## src/rtl/uart_imem_loader.sv

```systemverilog
// uart_imem_loader
//   Assembles little-endian 32-bit words from a UART byte stream and writes
//   them into instruction memory. The core is held in reset (cpu_rst) until
//   the end-of-program marker word arrives.
//
// Ports
//   clk          in   system clock, rising edge
//   resetn       in   asynchronous active-low reset
//   rx_valid     in   one-cycle strobe, rx_data holds a received byte
//   rx_data      in   [7:0] received byte
//   rx_break     in   UART BREAK: discard the partially assembled word
//   reload       in   one-cycle request to restart loading from address 0
//   imem_wr_en   out  one-cycle memory write strobe
//   imem_wr_addr out  [ADDR_W-1:0] word address of the write
//   imem_wr_data out  [31:0] word to write
//   cpu_rst      out  high while loading
//   write_done   out  high once the end marker has been received
//   overflow     out  sticky: a word was dropped because memory was full
//   words_loaded out  [ADDR_W:0] words written since the last load start
module uart_imem_loader #(
  parameter int          ADDR_W      = 8,
  parameter logic [31:0] END_WORD    = 32'hFFFFFFFF,
  parameter int          TIMEOUT_CYC = 50000
) (
  input  logic              clk,
  input  logic              resetn,
  input  logic              rx_valid,
  input  logic [7:0]        rx_data,
  input  logic              rx_break,
  input  logic              reload,
  output logic              imem_wr_en,
  output logic [ADDR_W-1:0] imem_wr_addr,
  output logic [31:0]       imem_wr_data,
  output logic              cpu_rst,
  output logic              write_done,
  output logic              overflow,
  output logic [ADDR_W:0]   words_loaded
);

  localparam int IDLE_W = $clog2(TIMEOUT_CYC + 1);
  localparam logic [IDLE_W-1:0] IDLE_ONE  = 1;
  localparam logic [IDLE_W-1:0] IDLE_LAST = IDLE_W'(TIMEOUT_CYC - 1);
  localparam logic [ADDR_W:0]   WORD_ONE  = 1;

  typedef enum logic {LOAD, DONE} state_t;

  state_t              state_reg,        state_next;
  logic [1:0]          byte_cnt_reg,     byte_cnt_next;
  logic [23:0]         word_reg,         word_next;   // bytes 0..2; byte 3 comes straight from rx_data
  logic [IDLE_W-1:0]   idle_cnt_reg,     idle_cnt_next;
  logic                wr_en_reg,        wr_en_next;
  logic [ADDR_W-1:0]   wr_addr_reg,      wr_addr_next;
  logic [31:0]         wr_data_reg,      wr_data_next;
  logic [ADDR_W:0]     words_loaded_reg, words_loaded_next;
  logic                overflow_reg,     overflow_next;
  logic [31:0]         assembled;

  always_ff @(posedge clk or negedge resetn) begin
    if (!resetn) begin
      state_reg        <= LOAD;
      byte_cnt_reg     <= '0;
      word_reg         <= '0;
      idle_cnt_reg     <= '0;
      wr_en_reg        <= 1'b0;
      wr_addr_reg      <= '0;
      wr_data_reg      <= '0;
      words_loaded_reg <= '0;
      overflow_reg     <= 1'b0;
    end else begin
      state_reg        <= state_next;
      byte_cnt_reg     <= byte_cnt_next;
      word_reg         <= word_next;
      idle_cnt_reg     <= idle_cnt_next;
      wr_en_reg        <= wr_en_next;
      wr_addr_reg      <= wr_addr_next;
      wr_data_reg      <= wr_data_next;
      words_loaded_reg <= words_loaded_next;
      overflow_reg     <= overflow_next;
    end
  end

  always_comb begin
    state_next        = state_reg;
    byte_cnt_next     = byte_cnt_reg;
    word_next         = word_reg;
    idle_cnt_next     = idle_cnt_reg;
    wr_en_next        = 1'b0;           // strobe lasts exactly one cycle
    wr_addr_next      = wr_addr_reg;
    wr_data_next      = wr_data_reg;
    words_loaded_next = words_loaded_reg;
    overflow_next     = overflow_reg;
    assembled         = {rx_data, word_reg};

    if (reload) begin
      // Reload outranks everything, including a fourth byte in this cycle.
      state_next        = LOAD;
      byte_cnt_next     = '0;
      word_next         = '0;
      idle_cnt_next     = '0;
      words_loaded_next = '0;
      overflow_next     = 1'b0;
    end else if (state_reg == LOAD) begin
      if (rx_break) begin
        // Break wins over a simultaneous byte; that byte is discarded too.
        byte_cnt_next = '0;
        word_next     = '0;
        idle_cnt_next = '0;
      end else if (rx_valid) begin
        idle_cnt_next = '0;
        byte_cnt_next = byte_cnt_reg + 2'd1;
        case (byte_cnt_reg)
          2'd0: word_next[7:0]   = rx_data;
          2'd1: word_next[15:8]  = rx_data;
          2'd2: word_next[23:16] = rx_data;
          default: begin
            word_next = '0;
            if (assembled == END_WORD) begin
              state_next = DONE;
            end else if (!words_loaded_reg[ADDR_W]) begin
              // MSB clear means fewer than 2^ADDR_W words stored so far.
              wr_en_next        = 1'b1;
              wr_addr_next      = words_loaded_reg[ADDR_W-1:0];
              wr_data_next      = assembled;
              words_loaded_next = words_loaded_reg + WORD_ONE;
            end else begin
              overflow_next = 1'b1;
            end
          end
        endcase
      end else if (byte_cnt_reg != 2'd0) begin
        // Idle timer only runs while a word is partially assembled.
        if (idle_cnt_reg == IDLE_LAST) begin
          byte_cnt_next = '0;
          word_next     = '0;
          idle_cnt_next = '0;
        end else begin
          idle_cnt_next = idle_cnt_reg + IDLE_ONE;
        end
      end
    end
  end

  assign imem_wr_en   = wr_en_reg;
  assign imem_wr_addr = wr_addr_reg;
  assign imem_wr_data = wr_data_reg;
  assign cpu_rst      = (state_reg == LOAD);
  assign write_done   = (state_reg == DONE);
  assign overflow     = overflow_reg;
  assign words_loaded = words_loaded_reg;

endmodule

```

## config.mk

```make
export PLATFORM = sky130hd
export DESIGN_NAME = uart_imem_loader
export DESIGN_NICKNAME = d
export VERILOG_FILES = /design/src/rtl/uart_imem_loader.sv
export SDC_FILE = /design/constraint.sdc
export NUM_CORES = 1
export LEC_CHECK = 0
export ABC_AREA = 1
export CAP_MARGIN = 20
export CORE_UTILIZATION = 28
export CTS_BUF_LIST = sky130_fd_sc_hd__clkbuf_16
export CTS_CLUSTER_SIZE = 16
export DETAILED_ROUTE_END_ITERATION = 16
export HOLD_SLACK_MARGIN = 0.05
export PLACE_DENSITY = 0.47
export SLEW_MARGIN = 20
export SYNTH_ARGS = -nofsm -noshare
export SYNTH_HDL_FRONTEND = slang
export SYNTH_SLANG_ARGS = --single-unit
```

## constraint.sdc

```tcl
create_clock -name clk -period 1.8 [get_ports clk]
set_input_delay 0.18 -clock clk [delete_from_list [all_inputs] [get_ports clk]]
set_output_delay 0.18 -clock clk [all_outputs]
set_load 0.01 [all_outputs]
```

-- Word level (Yosys, flattened, before mapping)
Index checks and enable logic that the tools add are counted.
Widths: inputs -> output; s select.
- input bits: 13
- ROM bits: 0
- bits in writable memories: 0
- bits in latches: 0
- memories: 0
- bits in registers: 94
- output and inout bits: 53
- logic and storage cells: 100
- add/sub/neg operators: 3
- order comparisons: 0
- multiplexer cells: 48
- equality and inequality tests: 12
- divide/modulo/power cells: 0
- shifts and indexed selects: 0
- multiply operators: 0
- reductions and logical operators: 19
- bitwise operators: 6
- operators by type and width (kind ; count):
    $mux 24 ; 6
    $mux 16 ; 6
    $mux 9 ; 7
    $pmux 8 s2 ; 3
    $eq 32x32->1 const B ; 1
    $mux 1 ; 20
    $add 16x1->16 const B ; 1
    $eq 16x16->1 const B ; 1
    $mux 2 ; 6
    $ne 4x2->1 const B ; 3
    $reduce_and 4->1 ; 3
    $reduce_and 6->1 ; 2
    $add 9x1->9 const B ; 1
    $reduce_bool 4->1 ; 2
    $reduce_and 7->1 ; 1
    $ne 2x2->1 const B ; 3
    $not 1->1 ; 6
    $reduce_bool 2->1 ; 3
    $reduce_or 2->1 ; 3
    $reduce_and 5->1 ; 1
    $ne 2x1->1 const B ; 2
    $reduce_and 3->1 ; 1
    $reduce_or 3->1 ; 1
    $add 2x1->2 const B ; 1
    other kinds (4) ; 4

-- Longest topological paths before layout
- depth after elaboration: 8
- gate-level depth with buffers: 11

-- Least setup slack after synthesis
No wires, ideal clock.
- path type: register to register
- from: reg byte_cnt_reg[0]
- to: reg word_reg[16]
- path slack: 0.198 ns
- arrival time: 1.483 ns
- stages on the path, launching flop included: 7
- path buffers: 0
- cell sequence: dfrtp_1 inv_1 ha_1 o21ai_1 nand3_1 nand2_1 nand2_1
- word-level cells in the longest chain between the ends: 7
- elaborated cells on any way between the ends: 13
- classes of those cells: eq/ne: 3; mux: 5; reduce/logical: 5
- ends and longest elaborated chain (item ; line ; source):
    start, declared ; 48 ; logic [1:0] byte_cnt_reg, byte_cnt_next;
    start signal, assigned ; 71 ; byte_cnt_reg <= byte_cnt_next;
    $eq 2x1->1 / $logic_not 2->1 (equally long branches) ; 111 ; case (byte_cnt_reg)
    $reduce_or 2->1 (no line) ; n/a ;
    $pmux 8 s2 ; 111 ;
    $mux 24 ; 108 ; end else if (rx_valid) begin
    $mux 24 ; 103 ; if (rx_break) begin
    $mux 24 ; 102 ; end else if (state_reg == LOAD) begin
    $mux 24 ; 94 ; if (reload) begin
    end signal, assigned ; 72 ; word_reg <= word_next;
    end, declared ; 49 ; logic [23:0] word_reg, word_next;
Several ways; a longest one is shown, not always the timed one. The select of a mux whose other input is x is not followed.
A chain may end at the register's enable or synchronous reset.

-- Final worst setup path
- from: reg byte_cnt_reg[1]
- to: reg word_reg[12]
- word-level cells in the longest chain between the ends: 7
- elaborated cells on any way between the ends: 13
- classes of those cells: eq/ne: 3; mux: 5; reduce/logical: 5
- ends and longest elaborated chain (item ; line):
    $eq 2x2->1 / $logic_not 2->1 (equally long branches) ; 111
    $reduce_or 2->1 (no line) ; n/a
    $pmux 8 s2 ; 111
    $mux 24 ; 108
    $mux 24 ; 103
    $mux 24 ; 102
    $mux 24 ; 94
Several ways; a longest one is shown, not always the timed one. The select of a mux whose other input is x is not followed.

==> run metrics <==
Clock Tree Root clkbuf_16; post-synthesis cell area about 4500 um^2; CP Data Required Time between 2 and 2.5 ns; Leak about 2.9 nW; synth cell count leaders nand2_1 (236), dfrtp_1 (94), nor2_1 (74), inv_1 (34); Final ANT Viol Nets 0; Synth Instances 577; CTS buffer count 9; Final Hold Fails 0; DPL Wire Length about 8300 um; post-synthesis sequential area ratio a little over half; slew of the pin with the lowest slew margin about 0.43 ns; crit path from byte_cnt_reg[1]; prevailing post-synth register cell dfrtp_1; Post-synth ARST share 100%; die area 16,500 um^2; CP max FO 11; number of library cell types mapped by synthesis 22; worst r2r path cells 9; DIE WIDTH between 100 and 150 um; Via density 4.44; number of cells after detailed placement a little under 900; Max H-tree Level 3; Sink Count 94; Syn. warnings 0; routed wire length between 10,000 and 15,000 um; pwr dens roughly 730 nW/um^2; # diodes 0; average cell area after synthesis between 7 and 8 um^2; Die Ht approximately 130 um; dpl ws -0.101 ns; Avg WL per Cell between 10 and 15 um; Total Routing Usage GR between 10% and 20%; GPL Wtd Cong 0.819; most instantiated library cell after synthesis nand2_1; core area 15,400 um^2; top cell type's share of synthesized area 52.5%; Hold Crit Class input port to async pin; GRT Max-Usage Layer met2; Slew Limit Fails 0; DRC errors left 0; CP Capture Type register; number of cell rows 45; nets 703; setup TNS 0 ns; Worst EP arrival 1.90 ns; final cell count without fillers 900; initial antenna violation count 0; maximum clock rate 0.604 GHz; FF+latch count, synth 94; syn nets between 500 and 600; Synth area leaders dfrtp_1 (53%), nand2_1 (20%), nor2_1 (6.2%); effective utilization at floorplan 29.0%; Synth area leader dfrtp_1; I/O pins between 60 and 70; first-pass GRT wire length 19,100 um; first drt pass iteration count 6; layout cells sized above 1 about an eighth; total power roughly 0.0044 W; skew final 0.00675 ns; Buffers on Ports 65; peak supply drop 0.426 mV; Worst R2R Start byte_cnt_reg[1]; final setup fails 0; largest net degree at the start of global routing 45; gr ovfl total 0; EDFF count, synth 0; vias in the first global route slightly below 4,000; met1 usage 18.6%; WS Path Type register to register; met2 Usage GRT 24.8%; max reg flops 32; initial DRC count around 190; CTS tree done; Worst slew margin a little under three quarters; GR Util met3 approximately 4.2%; post-layout min period about 1.7 ns; worst hold slack 0.282 ns; Vias about 4,000; startpoint types register; Tcrit/Tclk final a little over 90%; final worst slack around 0.14 ns; clk_lat worst skew 0.35 ns; status complete, no violations; CTS clk-pin slew, worst paths ~0.070 ns; clock buffer depth 2; RSZ-0062 raised after global routing false; max-cap check violation count 0; Synth-to-Final Area Change 35.6%
routing by layer:
metal	vias to the layer above	wire, um
met5	-	0
met4	0	117
met3	10	417
met1	1866	5330
li1	2054	-
met2	63	5370
final timing paths:
check | to | slack [ns]
worst max-delay path | word_reg[12] | 0.14
worst min-delay path | imem_wr_data[20] | 0.28
worst max register to register | word_reg[12] | 0.14
worst min register to register | imem_wr_data[10] | 0.48
max in group asynchronous | imem_wr_data[5] | 0.97
min in group clk | imem_wr_data[10] | 0.48
metrics by stage:
| stage | instance area, um^2 | utilization (%) |
|---|---|---|
| finish | 6070 | 39.4 |
| global route | 6070 | 39.4 |
| CTS | 5990 | 38.8 |
| detailed placement | 5660 | 36.7 |
| global placement | 5660 | 36.7 |
| floorplan | 4480 | - |
what timing repair did:
action | 4_1_cts | 5_1_grt
gates resized for setup | 1 | 17
hold buffers | 1 | 0
pin swaps | 0 | 5
buffers inserted | 0 | 4
endpoints found under the setup margin | 3 | 25
endpoints found under the hold margin | 21 | 0
area by class of cell:
type	instances	area [um^2]
sequential	94	2350
multi-input combinational	429	1930
clock inverter	7	88.8
inverter	36	135
clock buffer	9	225
timing repair buffer	114	1080
tap	211	264
fill	1597	9350
where the power goes:
group	leakage (nW)	total [W]	internal, W	switching (W)
sequential	1.31	0.00214	0.00213	0.0000101
clock	0.156	0.00203	0.00121	0.000822
combinational	1.43	0.000277	0.000111	0.000166
logic make-up (layout without fill, tap and decap cells):
kind of cell             after synthesis  count (layout)  synth area share (%)
flip-flops                            94              94                  52.5
adder cells (fa/ha/maj)                6               6                  1.68
XOR/XNOR                               3               3                 0.587
AND/OR/NAND/NOR                      389             389                  36.2
buffers and inverters                 54             166                  5.47
AO/OA/AOI/OAI                         31              31                  3.52
layout by cell type (no fill, tap or decap), drive strengths merged, types with 2 or more instances in the layout:
cell           netlist  routed
dfrtp               94      94
clkinv               0       3
ha                   6       6
a21oi                8       8
clkbuf               3       9
nor3                 9       9
nand2              238     238
nand3               35      35
o21ai               22      22
nand4               33      33
buf                 15      49
xor2                 2       2
clkdlybuf4s50        0      64
bufinv               0       2
nor2                74      74
inv                 36      38
critical path, cell delays in order (launching register included):
cell	delay, ns
dfrtp_1	0.41
inv_1	0.09
ha_1	0.27
nand3_2	0.11
nand2_1	0.10
inv_2	0.11
buf_4	0.16
buf_4	0.14
nand4_1	0.09
nand2_1	0.06
Power figures use the tool's default switching activity.
